==> config.mk <==
export PLATFORM = sky130hd
export DESIGN_NAME = dcache_wt_ctrl
export DESIGN_NICKNAME = d
export VERILOG_FILES = /design/src/rtl/dcache_pkg.sv /design/src/rtl/dcache_array.sv /design/src/rtl/dcache_wt_ctrl.sv
export SDC_FILE = /design/constraint.sdc
export NUM_CORES = 1
export LEC_CHECK = 0
export BUFFER_PORTS_ARGS = -buffer_cell sky130_fd_sc_hd__buf_2
export CAP_MARGIN = 40
export CORE_AREA = 4 4 296 298
export DETAILED_ROUTE_END_ITERATION = 6
export DIE_AREA = 0 0 300 302
export HOLD_SLACK_MARGIN = 0.1
export SYNTH_ARGS = -nofsm -noshare
export SYNTH_HDL_FRONTEND = slang
export SYNTH_SLANG_ARGS = --single-unit
==> constraint.sdc <==
create_clock -name clk -period 10.05 [get_ports clk]
set_input_delay 1.005 -clock clk [delete_from_list [all_inputs] [get_ports clk]]
set_output_delay 1.005 -clock clk [all_outputs]
set_load 0.02 [all_outputs]
==> src/rtl/dcache_pkg.sv <==
// Shared types and defaults for the data-cache controllers.
// Used by the write-through controller and the SRAM-side controller.
package dcache_pkg;

    localparam int LEN       = 32;
    localparam int IDX_BITS  = 4;
    localparam int BASE_ADDR = 1024;

    typedef enum logic [1:0] {
        IDLE,
        RD_MISS,
        WR_THRU
    } state_t;

endpackage

==> src/rtl/dcache_array.sv <==
// Direct-mapped line storage: valid bits, tags and one data word per line.
// Combinational indexed read, synchronous write and synchronous valid clear.
module dcache_array
    import dcache_pkg::*;
#(
    parameter int len      = LEN,
    parameter int idx_bits = IDX_BITS,
    parameter int tag_bits = LEN - 2 - IDX_BITS
) (
    input  logic                clk,
    input  logic                clr,
    input  logic [idx_bits-1:0] rd_idx,
    output logic                rd_valid,
    output logic [tag_bits-1:0] rd_tag,
    output logic [len-1:0]      rd_data,
    input  logic                we,
    input  logic [idx_bits-1:0] wr_idx,
    input  logic [tag_bits-1:0] wr_tag,
    input  logic [len-1:0]      wr_data
);

    localparam int LINES = 1 << idx_bits;

    logic [LINES-1:0]    valid;
    logic [tag_bits-1:0] tags [LINES];
    logic [len-1:0]      data [LINES];

    always_ff @(posedge clk) begin
        if (clr) begin
            valid <= '0;
        end else if (we) begin
            valid[wr_idx] <= 1'b1;
        end
    end

    // Tag and data contents are left untouched by clear; valid gates them.
    always_ff @(posedge clk) begin
        if (we && !clr) begin
            tags[wr_idx] <= wr_tag;
            data[wr_idx] <= wr_data;
        end
    end

    assign rd_valid = valid[rd_idx];
    assign rd_tag   = tags[rd_idx];
    assign rd_data  = data[rd_idx];

endmodule

==> src/rtl/dcache_wt_ctrl.sv <==
// Direct-mapped write-through, no-write-allocate data cache controller.
// Hits complete combinationally; misses and all stores stall via ready.
module dcache_wt_ctrl
    import dcache_pkg::*;
#(
    parameter int          len       = LEN,
    parameter int          idx_bits  = IDX_BITS,
    parameter int unsigned base_addr = BASE_ADDR
) (
    input  logic           clk,
    input  logic           rst,
    input  logic           MEM_R_EN,
    input  logic           MEM_W_EN,
    input  logic [len-1:0] address,
    input  logic [len-1:0] wdata,
    output logic [len-1:0] rdata,
    output logic           ready,
    output logic           mem_read,
    output logic           mem_write,
    output logic [len-1:0] mem_addr,
    output logic [len-1:0] mem_wdata,
    input  logic [len-1:0] mem_rdata,
    input  logic           mem_ready
);

    localparam int            TAG_BITS = len - 2 - idx_bits;
    localparam logic [len-1:0] BASE    = len'(base_addr);

    state_t state, state_nx;

    logic [len-1:0]      off;
    logic [len-3:0]      word;
    logic [idx_bits-1:0] idx;
    logic [TAG_BITS-1:0] tag;
    logic                unused_off;

    logic                line_valid;
    logic [TAG_BITS-1:0] line_tag;
    logic [len-1:0]      line_data;
    logic                hit;

    logic                fill_we;
    logic [len-1:0]      fill_data;

    assign off        = address - BASE;
    assign word       = off[len-1:2];
    assign unused_off = ^off[1:0];
    assign idx        = word[idx_bits-1:0];
    assign tag        = word[len-3:idx_bits];

    assign hit = line_valid && (line_tag == tag);

    assign mem_addr  = address;
    assign mem_wdata = wdata;

    always_ff @(posedge clk) begin
        if (rst) begin
            state <= IDLE;
        end else begin
            state <= state_nx;
        end
    end

    always_comb begin
        state_nx  = state;
        ready     = 1'b1;
        rdata     = '0;
        mem_read  = 1'b0;
        mem_write = 1'b0;
        fill_we   = 1'b0;
        fill_data = mem_rdata;
        unique case (state)
            IDLE: begin
                // A combined load/store request is handled as a store.
                if (MEM_W_EN) begin
                    ready    = 1'b0;
                    state_nx = WR_THRU;
                end else if (MEM_R_EN) begin
                    if (hit) begin
                        rdata = line_data;
                    end else begin
                        ready    = 1'b0;
                        state_nx = RD_MISS;
                    end
                end
            end
            RD_MISS: begin
                mem_read = 1'b1;
                ready    = 1'b0;
                if (mem_ready) begin
                    rdata    = mem_rdata;
                    ready    = 1'b1;
                    fill_we  = 1'b1;
                    state_nx = IDLE;
                end
            end
            WR_THRU: begin
                mem_write = 1'b1;
                ready     = 1'b0;
                if (mem_ready) begin
                    ready     = 1'b1;
                    fill_we   = hit;
                    fill_data = wdata;
                    state_nx  = IDLE;
                end
            end
            default: state_nx = IDLE;
        endcase
    end

    dcache_array #(
        .len      (len),
        .idx_bits (idx_bits),
        .tag_bits (TAG_BITS)
    ) u_array (
        .clk      (clk),
        .clr      (rst),
        .rd_idx   (idx),
        .rd_valid (line_valid),
        .rd_tag   (line_tag),
        .rd_data  (line_data),
        .we       (fill_we && !rst),
        .wr_idx   (idx),
        .wr_tag   (tag),
        .wr_data  (fill_data)
    );

endmodule

# Yosys cells after proc, flatten, opt, wreduce, memory -nomap -nowiden
# Memories as Yosys holds them, arrays and structs flattened.
# Cells that the tools add are included.
# word_totals
elab_cells	49
reg_bits	18
input_bits	101
output_inout_bits	99
mem_bits_rw	928
memories	2
# memory_table
memory	words	word_bits	read_ports	rd_clocked_by_memory_dff	wr	line	text
u_array.data	16	32	1	0	1	dcache_array.sv:26	logic [len-1:0] data [LINES];
u_array.tags	16	26	1	0	1	dcache_array.sv:25	logic [tag_bits-1:0] tags [LINES];
# classes
reduce_logical	8
mux	27
n_bitwise	1
eq_ne	6
n_lt_le_gt_ge	2
n_addsub	1
# op_table
op	n
$mux 32	6
$pmux 32 s2	1
$sub 32x11->32 const B	1
$eq 26x26->1	1
$or 16x16->16	1
$mux 1	11
$mux 2	4
$ne 3x3->1 const B	2
$lt 4x5->1 const B	1
$bmux 1 s4	1
$demux 1 s4	1
$ge 4x1->1 const B	1
$logic_and 1x1->1	4
$pmux 1 s2	2
$pmux 2 s2	1
$reduce_and 3->1	1
$eq 2x1->1 const B	1
$eq 2x2->1 const B	1
$logic_not 2->1	1
$ne 2x1->1 const B	1
$reduce_or 2->1	1
$logic_not 1->1	1

# Longest topological paths before layout
# Gate-level depths: netlist of the first run.
# depth
word_depth	10
mapped_depth	13
mapped_depth_nobuf	10

# By module
# From an unflattened synthesis of the first run, not the netlist that was laid out.
# unflattened
cells_unflattened	1802
area_unflattened_um2	37826.3
# by_module_without_submodules
mod	instances	seq_area_each_um2	area_each_um2	cells_each
dcache_array	1	28187.0	35266.3	1483
dcache_wt_ctrl	1	40.0	2560.0	319

# Worst setup path before layout of the first run
# OpenSTA, ideal clock, no wires.
# synth_timing
path_type	in2reg
from	input port address[10]
to	memory u_array.data[14][0] (netlist bit), enable pin
t_arrival_ps	7382
slack_ps	2123
path_buffers	1
t_required_ps	9505
stages	10
setup_time_ps	545
path_cell_list	inv_1 > ha_1 > nand3_4 > nor4_2 > xor2_1 > xnor2_1 > nor4_2 > a41oi_1 > buf_4 > nor3_1
# synth_between
elab_chain_cells	9
# synth_rtl
element	line	text
start, declared	dcache_wt_ctrl.sv:14	input logic [len-1:0] address,
$sub 32x11->32	dcache_wt_ctrl.sv:45	assign off = address - BASE;
named net off[30]	dcache_wt_ctrl.sv:31	logic [len-1:0] off;
$eq 26x26->1	dcache_wt_ctrl.sv:51	assign hit = line_valid && (line_tag == tag);
$logic_and 1x1->1	dcache_wt_ctrl.sv:51	
$mux 1	dcache_wt_ctrl.sv:100	if (mem_ready) begin
$pmux 1 s2	dcache_wt_ctrl.sv:72	unique case (state)
$logic_and 1x1->1	dcache_wt_ctrl.sv:122	.we (fill_we && !rst),
$logic_and 1x1->1	dcache_array.sv:38	if (we && !clr) begin
$mux 1	dcache_array.sv:38	
$mux 1 (not written as such)	dcache_array.sv:40	data[wr_idx] <= wr_data;
end, declared	dcache_array.sv:26	
# The timed path passes the listed nets, and every way through them passes these cells.

# Worst setup path after layout of the first run
# layout_timing
from	input port address[2]
to	output port ready
# layout_between
elab_chain_cells	8
elab_cells_between_ends	10
cone_classes	add/sub: 1; eq/ne: 1; mux: 6; reduce/logical: 1; memory: 1
# layout_rtl
element	line	text
$sub 32x11->32 *	dcache_wt_ctrl.sv:45	
$mem_v2 16x26 / $bmux 1 s4 (equally long branches)	-	
$eq 26x26->1 / $mux 1 (equally long branches)	dcache_wt_ctrl.sv:51, dcache_array.sv:44	
$logic_and 1x1->1 *	dcache_wt_ctrl.sv:51	
$mux 1 *	dcache_wt_ctrl.sv:79	if (hit) begin
$mux 1 *	dcache_wt_ctrl.sv:78	end else if (MEM_R_EN) begin
$mux 1 *	dcache_wt_ctrl.sv:75	if (MEM_W_EN) begin
$pmux 1 s2 *	dcache_wt_ctrl.sv:72	
end, declared	dcache_wt_ctrl.sv:17	output logic ready,
# Every way passes the cells marked *; elsewhere a longest branch is shown, timed or not. The select of a mux whose other input is x is not followed.

==> impl_metrics.ini, run 1 <==
[sta]
fmaxAchievable_mhz = 154.7
fin_crit_sh = 0.6434
final_hold_viol_count = 0
hold_slack_ns = 0.4628
rsz0062_at_grt = no
worst_pin_slew_ns = 0.9672
worst_slack_ns = 3.584
setup_tns_ns = 0
fin_crit_ns = 6.466
slew-limit-headroom = 0.3552
final-setup-viol-count = 0
fin_skew_ns = 0.03384
finalMaxSlewViolations = 0

[layout]
area_growth_pct = 14.50
fin_nets = 2124
multiInputGateArea_um2 = 8798
layout-drive-gt1-share = 0.3451
n_fill_cell = 6785
seqCellArea_um2 = 28230

[detailed_routing]
vias_per_cell = 5.711
ant_nets = 0
drtIter0Drc = 1769
drt-total-wl_um = 87430
drt_pass1_iterations = 7
wl_per_cell_um = 26.95
vias = 18530
post-route-drc-count = 0

[worst_setup_path]
path_delay_family = buffers and inverters
worstPathRequired_ns = 9.05
path_buf_inv = 4
cp_max_fo = 62
cp_cell_sequence = buf_8 > buf_4 > buf_16 > nor2b_1 > o2bb2ai_1 > o22ai_1 > xnor2_1 > nand4_1 > nor4_4 > a31oi_1 > o21ai_0 > buf_2
worst_ep_arrival_time_ns = 5.46
critPathCaptureType = primary output
cp-start-kind = primary input
worst_path_max_delay_cell = nor2b_1
critPathMaxStageDelay_ns = 0.57
path_class = in -> out

[grt]
grt.overflow.total = 0
grt_max_degree = 95
use_met3 = 0.03682
grt_pass1_wl_um = 129400
grt_pass1_vias = 19270
antenna_found_initial = 4
use_met2 = 0.3192
grt_busiest_layer = met2
met1_usage = 0.2754
grt_usage = 0.1944

[die]
ios = 200
dieArea_um2 = 90600
core-area_um2 = 84880
start_util = 0.4475
die_w_um = 300
die_h_um = 302
rows = 107

[hold_path]
hold_path.class = reg -> reg

[logic_synthesis]
synth_top_area_share = 0.7337
ys_warn_count = 0
synth.largest_area_cell = edfxtp_1
synth_edf_count = 928
async_flop_share = 0
syn-cell-area_um2 = 37980
seq_area_frac_synth = 0.7432
yosysUniqueCellTypes = 60
avgSynthCellArea_um2 = 20.94
synth_most_common_cell = edfxtp_1
ys_top_cells_by_count = edfxtp_1 (928), mux4_2 (255), buf_4 (69), nand2_1 (55), inv_1 (49)
syn-num-nets = 1920
ys_ff_latch = 946
netlist_top_cells_area = edfxtp_1 (73%), mux4_2 (15%), buf_4 (1.4%), mux2_2 (1.0%), dfxtp_1 (0.95%)
ys.flop_type = edfxtp_1
synthCells = 1814

[power]
seqPwrFrac = 0.518
clkPwrFrac = 0.420
total_power_w = 0.008436
leakagePower_nw = 14.10
pwr-share-comb = 0.062
vdd_drop_max_uv = 160.8
power.internal_w = 0.006642
power.density_nw_per_um2 = 194.0
power.switching_w = 0.001794
power_switching_share = 0.2127

[clock_tree]
cts_root_buffer = clkbuf_16
clk_latency_ns = 0.66
clk_pin_slew_ns = 0.06
htreeDepth = 3
clockBufferDepth = 3
cts_resized = 0
cts_hold_buf = 0
cts_tree = yes
cts_setup_buffers = 0
cts_buffers = 98
clock_sinks = 946

[run_status]
outcome = completed

[placed_design]
portBuffers = 195
hpwl_um = 50890
dp_slack_ns = 3.251
place_congestion = 0.7625

[run]
max-cap-violations = 0
==> tightest hold or removal path: stages (launching register included) <==
cell      delay [ns]
dfxtp_1         0.33
nand2b_1        0.06
o41ai_2         0.05
==> layout make-up <==
cell class,instances,share of cell area
flip-flops and latches,946,0.6491
multi-input cells,663,0.2023
clock buffers,116,0.05893
repair buffers,260,0.03867
well taps,1144,0.03292
clock inverters,64,0.01370
inverters,49,0.004230
diodes,2,0.0001151
==> power by group through the flow <==
stage                     Clock [W]  Sequential, W  Combinational, W
after floorplan                   0        0.00446          0.000348
after global placement            0        0.00446          0.000510
after CTS                   0.00361        0.00437          0.000530
after global routing        0.00379        0.00437          0.000565
final                       0.00354        0.00437          0.000521
after detailed placement          0        0.00446          0.000530
==> path summary, 6_finish.rpt <==
| path | start | to | slack [ns] | cells after the start |
|---|---|---|---|---|
| worst max register to register | u_array.tags[11][3]$_DFFE_PP_ | u_array.tags[3][6]$_DFFE_PP_ | 5.32 | 10 |
| worst min register to register | u_array.valid[9]$_SDFFE_PP0P_ | u_array.valid[9]$_SDFFE_PP0P_ | 0.46 | 2 |
| worst min-delay path | u_array.valid[9]$_SDFFE_PP0P_ | u_array.valid[9]$_SDFFE_PP0P_ | 0.46 | 2 |
| worst max-delay path | address[2] | ready | 3.58 | 12 |
==> logic make-up (layout without fill, tap and decap cells) <==
logic type | after synthesis | after routing | share of synthesized area
DFF | 946 | 946 | 0.7432
muxes | 318 | 318 | 0.1689
buffers and inverters | 205 | 489 | 0.02889
and+or+nand+nor | 173 | 173 | 0.02461
AOI/OAI and AO/OA | 132 | 132 | 0.02464
xor gates and xnor gates | 35 | 35 | 0.008071
adders and majority gates | 5 | 5 | 0.001647
other | 0 | 2 | 0
==> flip-flops by register name (all words and copies together) (netlist names) <==
register       count
u_array.tags     416
u_array.valid     16
state              2
u_array.data     512
==> per-stage QoR <==
| stage | instances | cell area [um2] | utilization |
|---|---|---|---|
| global placement | 3046 | 40010 | 0.4714 |
| global route | 3242 | 43480 | 0.5123 |
| CTS | 3242 | 43480 | 0.5123 |
| detailed placement | 3062 | 40320 | 0.4751 |
| floorplan | 1814 | 37980 | - |
| finish | 3244 | 43490 | 0.5123 |
==> per-layer routing <==
metal	routed length (um)	up-vias
met1	37250	9862
li1	-	7888
met4	1523	0
met5	0	-
met2	42590	672
met3	6070	103
==> placed cells by master (no fill, tap or decap), types with 5 or more instances in the layout <==
| master | netlist | final |
|---|---|---|
| edfxtp_1 | 928 | 928 |
| mux4_2 | 255 | 255 |
| buf_2 | 25 | 192 |
| clkbuf_16 | 0 | 100 |
| nand2_1 | 55 | 54 |
| buf_4 | 69 | 54 |
| inv_1 | 49 | 49 |
| a22oi_1 | 40 | 40 |
| o21ai_0 | 38 | 38 |
| mux2_2 | 34 | 34 |
| mux2i_1 | 29 | 29 |
| clkinv_1 | 0 | 26 |
| xnor2_1 | 23 | 23 |
| clkinv_2 | 0 | 18 |
| dfxtp_1 | 18 | 18 |
| clkbuf_1 | 42 | 16 |
| nand3_1 | 14 | 14 |
| nor2_4 | 0 | 13 |
| xor2_1 | 12 | 12 |
| nor2_1 | 26 | 12 |
| o22ai_1 | 10 | 10 |
| bufinv_16 | 0 | 10 |
| nand2b_1 | 9 | 9 |
| a22o_1 | 9 | 9 |
| nor3_1 | 10 | 7 |
| and3_1 | 7 | 7 |
| nand4_1 | 7 | 7 |
| nor4_1 | 6 | 6 |
| or3_1 | 6 | 6 |
| buf_16 | 0 | 6 |
| buf_12 | 0 | 6 |
| nor2b_1 | 7 | 5 |
| nand4b_1 | 5 | 5 |
| a21oi_1 | 5 | 5 |
| ha_1 | 5 | 5 |
Note: power is estimated with default switching activity, not from simulation.
==> run 2: changes to the inputs <==
==> constraint.sdc (replaced) <==
create_clock -name clk -period 6.18 [get_ports clk]
set_input_delay 0.618 -clock clk [delete_from_list [all_inputs] [get_ports clk]]
set_output_delay 0.618 -clock clk [all_outputs]
set_load 0.02 [all_outputs]
==> run 2 against run 1 <==
  * First-iteration DRC count shrank 11%
  * Register-to-register slack worse by 3.3 ns
  * Utilization fell by 0.096 points
  * Final area shrank 0.19%
  * Sequential power rose by 63%
  * Final cell count barely moved
  * Global-route usage down 0.20 points
  * Count of clock-buffer cells in the layout grew 2
  * Die area unchanged
  * Via count decreased by 0.38%
  * Power rose by 59%
  * Sequential cell count unchanged
  * Largest cell class unchanged
==> impl_metrics.ini, run 2 (same netlist as run 1, synthesis figures left out) <==
[run_status]
outcome = completed

[power]
vdd_drop_max_uv = 267.1
total_power_w = 0.01345
leakagePower_nw = 14.06
power.density_nw_per_um2 = 309.9

[detailed_routing]
ant_nets = 0
vias_per_cell = 5.683
drt-total-wl_um = 86560
wl_per_cell_um = 26.66
vias = 18450
post-route-drc-count = 0
drtIter0Drc = 1568
drt_pass1_iterations = 5

[layout]
final_area_um2 = 43400
fin_nets = 2134
layout.cells.most_common = edfxtp_1
layout_common_cells = edfxtp_1 (928), mux4_2 (255), buf_2 (191)
largest_register = u_array.data
layout-drive-gt1-share = 0.3433
largest_reg_flops = 512
largestRegisters = u_array.data: 512 flops, u_array.tags: 416 flops, u_array.valid: 16 flops
area_growth_pct = 14.28
fin_util = 0.5114

[grt]
antenna_found_initial = 3
grt_max_degree = 94
grt_pass1_wl_um = 128500
grt_usage = 0.1924
grt.overflow.total = 0
grt_pass1_vias = 19150

[die]
start_util = 0.4475
die_h_um = 302
dieArea_um2 = 90600
rows = 107
die_w_um = 300
ios = 200
core-area_um2 = 84880

[sta]
fin_crit_ns = 5.279
setup_tns_ns = 0
worst_pin_slew_ns = 0.9326
finalMaxSlewViolations = 0
rsz0062_at_grt = no
fin_skew_ns = 0.02335
worst_slack_ns = 0.9011
final_hold_viol_count = 0
final-setup-viol-count = 0
slew-limit-headroom = 0.3783
fmaxAchievable_mhz = 189.4
fin_crit_sh = 0.8542

[placed_design]
portBuffers = 195
dp_slack_ns = 0.8607
place_congestion = 0.7908
hpwl_um = 48350
place_area_um2 = 40430

[hold_path]
hold_path.class = in -> reg

[clock_tree]
clk_pin_slew_ns = 0.06
cts_root_buffer = clkbuf_16
htreeDepth = 3
cts_resized = 0
clk_latency_ns = 0.65
cts_setup_buffers = 0
clockBufferDepth = 3
cts_buffers = 97
clock_sinks = 946
cts_tree = yes
cts_hold_buf = 0

[worst_setup_path]
critPathCaptureType = primary output
worst_ep_arrival_time_ns = 4.66
cp-start-kind = primary input
worstPathRequired_ns = 5.56
cp_max_fo = 20
path_class = in -> out

[run]
max-cap-violations = 0
## run 2: cell count changes in the layout (fill, tap and decap cells not counted), sizes merged
cell | previous run | this run
buf | 260 | 271
bufinv | 10 | 6
inv | 52 | 50
clkbuf | 116 | 118
diode | 2 | 3
clkinvlp | 4 | 2
clkinv | 47 | 44
## run 2: area by class of cell
class	instances	area, um2
sequential	946	28230
clock buffer	118	2570
multi-input combinational	663	8798
timing repair buffer	271	1787
antenna	3	7.507
inverter	49	183.9
fill	6821	41470
clock inverter	53	399.1
tap	1144	1431
## run 2: metrics by stage
| step | instances | hold slack (ns) |
|---|---|---|
| final | 3247 | 0.3863 |
| after global routing | 3244 | 0.3756 |
| after CTS | 3244 | 0.3551 |
| after detailed placement | 3073 | 0.4561 |
| after global placement | 3070 | 0.4496 |
| after floorplan | 1814 | 0.4276 |
## run 2: report_power, final
| part | switching, W | internal (W) | leakage (nW) |
|---|---|---|---|
| Combinational | 0.000515 | 0.000317 | 4.13 |
| Clock | 0.00233 | 0.00318 | 1.45 |
| Sequential | 0.00000369 | 0.00711 | 8.48 |
## run 2: critical path: stages
cell and delay [ns]:
buf_2 0.16, inv_1 0.47, ha_1 0.42, nor3b_1 0.27, xnor2_1 0.35, xor2_1 0.14, a211oi_1 0.31, o211ai_1 0.25
nor4_4 0.40, a31oi_1 0.21, o21ai_0 0.73, buf_2 0.30
## run 2: worst paths after layout
kind | start | end | slack (ns) | cells after the start
hold / removal | address[9] | u_array.tags[12][3]$_DFFE_PP_ | 0.39 | 1
setup reg to reg | u_array.tags[7][20]$_DFFE_PP_ | u_array.data[2][17]$_DFFE_PP_ | 2.07 | 10
setup / recovery | address[10] | ready | 0.90 | 12
hold reg to reg | u_array.valid[5]$_SDFFE_PP0P_ | u_array.valid[5]$_SDFFE_PP0P_ | 0.47 | 2
## run 2: layer usage
layer  routed length, um  vias up  track usage
li1                    -     7897            -
met1               37850     9852       0.2787
met2               41800      585       0.3103
met3                5193      120      0.03488
met4                1709        0      0.04265
met5                   0        -            0
==> run 3: changes to the inputs <==
--- a/config.mk
+++ b/config.mk
@@ -7,10 +7,11 @@
 export LEC_CHECK = 0
 export BUFFER_PORTS_ARGS = -buffer_cell sky130_fd_sc_hd__buf_2
 export CAP_MARGIN = 40
-export CORE_AREA = 4 4 296 298
+export CORE_AREA = 5 5 297 299
 export DETAILED_ROUTE_END_ITERATION = 6
-export DIE_AREA = 0 0 300 302
+export DIE_AREA = 0 0 302 304
 export HOLD_SLACK_MARGIN = 0.1
+export SLEW_MARGIN = 20
 export SYNTH_ARGS = -nofsm -noshare
 export SYNTH_HDL_FRONTEND = slang
 export SYNTH_SLANG_ARGS = --single-unit
==> constraint.sdc (replaced) <==
create_clock -name clk -period 6.18 [get_ports clk]
set_input_delay 1.854 -clock clk [delete_from_list [all_inputs] [get_ports clk]]
set_output_delay 1.854 -clock clk [all_outputs]
set_load 0.02 [all_outputs]
==> run 3 against run 2 <==
  * Clock skew barely moved
  * First-iteration DRC count up 3.8%
  * The run now ends with negative setup slack left
  * Final cell count is 4.5% higher
  * Die area increased by 1.3%
  * Via count is 5.5% higher
  * Largest cell class unchanged
  * Final area is 6.2% higher
==> impl_metrics.ini, run 3 (same netlist as run 1, synthesis figures left out) <==
[run_status]
outcome = finished, violations left
violations = negative setup slack

[sta]
finalMaxSlewViolations = 0
slew-limit-headroom = 0.4887
worst_pin_slew_ns = 0.7653
final_hold_viol_count = 0
final-setup-viol-count = 33
fin_crit_sh = 1.072
fin_crit_ns = 6.626
rsz0062_at_grt = yes
fin_skew_ns = 0.02332
worst_slack_ns = -0.4463
fmaxAchievable_mhz = 150.9

[worst_setup_path]
r2r_end = u_array.tags[5][8]$_DFFE_PP_
cp_cell_sequence = buf_16 > buf_16 > buf_12 > mux4_2 > a22oi_2 > nand2_1 > xnor2_1 > nand4b_1 > nor4_4 > buf_4 > nand4_1 > buf_6 > buf_12 > buf_16 > o21ai_2 > buf_6
r2r_cells = 13
cp_max_fo = 8
path_buf_inv = 8
worst_ep_arrival_time_ns = 4.77
cp-start-kind = primary input
r2r_start = u_array.tags[15][10]$_DFFE_PP_
path_class = in -> out
rrSetupSlack_ns = 2.45
cpMostUsedCell = buf_16
path_delay_family = buffers and inverters
critPathCaptureType = primary output
worstPathRequired_ns = 4.33
critPathMaxStageDelay_ns = 0.50
worst_path_max_delay_cell = mux4_2

[placed_design]
place_congestion = 0.8035
portBuffers = 195
place_area_um2 = 42020
dp_slack_ns = -0.6525
hpwl_um = 52770

[detailed_routing]
route.met2.wl_um = 46670
met1Wirelength_um = 39110
highest_layer = met5
drt-total-wl_um = 94170
wl_per_cell_um = 27.75
drt_pass1_iterations = 5
vias_per_cell = 5.737
post-route-drc-count = 0
wl_met3_um = 6450
vias = 19470
ant_nets = 0
drtIter0Drc = 1628

[run]
max-cap-violations = 0

[power]
leakagePower_nw = 15.30
power.density_nw_per_um2 = 300.1
vdd_drop_max_uv = 205.2

[layout]
largest_reg_flops = 512
seqCellArea_um2 = 28230
multiInputGateArea_um2 = 9464
layout.cells.most_common = edfxtp_1
final_area_um2 = 46100
area_growth_pct = 21.37
fin_util = 0.5431
layout-drive-gt1-share = 0.4275
largestRegisters = u_array.data: 512 flops, u_array.tags: 416 flops, u_array.valid: 16 flops
layout_common_cells = edfxtp_1 (928), mux4_2 (255), buf_4 (163)
n_fill_cell = 6550
largest_register = u_array.data
fin_nets = 2275

[grt]
grt_pass1_vias = 20040
grt.overflow.total = 0
grt_max_degree = 64
grt_pass1_wl_um = 137400
grt_usage = 0.2040
antenna_found_initial = 3

[die]
start_util = 0.4475
core-area_um2 = 84880
rows = 107
die_h_um = 304
ios = 200
die_w_um = 302
dieArea_um2 = 91810

[clock_tree]
htreeDepth = 3
clock_sinks = 946
cts_buffers = 95
clk_latency_ns = 0.65
cts_tree = yes
cts_hold_buf = 0
cts_root_buffer = clkbuf_16
clockBufferDepth = 3
clk_pin_slew_ns = 0.06

[hold_path]
hold_path.class = reg -> reg
min_from = u_array.valid[5]$_SDFFE_PP0P_
worstHoldEndpoint = u_array.valid[5]$_SDFFE_PP0P_
min_path_cells = 2
[run 3: changes by cell type in the layout (fill, tap and decap cells not counted), sizes merged]
cell	previous run	this run
buf	271	414
bufinv	6	10
clkbuf	118	115
clkinv	44	46
clkinvlp	2	3
diode	3	2
inv	50	51
[run 3: power breakdown]
part           internal [W]  switching, W
Clock               0.00335       0.00238
Combinational      0.000422      0.000572
Sequential          0.00711    0.00000356
Total                0.0109       0.00296
[run 3: layout make-up]
class	instances	area share
Antenna cell	2	0.0001086
Timing Repair Buffer	414	0.07928
Tap cell	1144	0.03105
Clock inverter	61	0.01287
Multi-Input combinational cell	663	0.2053
Clock buffer	115	0.05499
Sequential cell	946	0.6123
Inverter	49	0.004071
[run 3: per-layer routing]
layer  GRT usage  vias up
met5           0        -
met4     0.04431        4
met3     0.03845      120
met2      0.3336      735
met1      0.2902    10440
li1            -     8178
[run 3: worst reg2reg max path, cell delays in order (launching register included)]
cell and delay [ns]:
edfxtp_1 0.36, mux4_2 0.48, a22o_1 0.26, a221oi_2 0.23
xor2_1 0.17, nand4_1 0.16, nor4_4 0.35, buf_4 0.17
buf_4 0.10, buf_6 0.10, a41oi_4 0.10, buf_12 0.23
nor3_4 0.33, buf_12 0.31
[run 3: through the flow]
stage / hold slack [ns] / power [W] / setup TNS, ns / cells
2_1_floorplan: 0.4276 / 0.007837 / -96.63 / 1814
3_3_place_gp: 0.4431 / 0.008166 / -20.60 / 3180
3_5_place_dp: 0.4532 / 0.008187 / -20.68 / 3180
4_1_cts: 0.4657 / 0.01394 / -13.04 / 3383
5_1_grt: 0.4791 / 0.01429 / -16.60 / 3392
6_report: 0.4625 / 0.01383 / -13.55 / 3394
[run 3: timing repair]
action                                  in CTS  in global routing
cloned                                       4                  0
gates resized for setup                     49                 80
setup buffers                               23                 10
endpoints found under the setup margin      33                 33
pin swaps                                   16                 26
[run 3: worst max path at each step]
stage,startpoint,endpoint,slack [ns],cells after the start
floorplan,address[15],u_array.data[5][0]$_DFFE_PP_,-0.55,9
global placement,address[3],rdata[5],-0.66,13
detailed placement,address[3],rdata[20],-0.65,13
CTS,address[2],rdata[24],-0.42,15
global route,address[2],rdata[16],-0.54,17
finish,address[2],rdata[16],-0.45,16
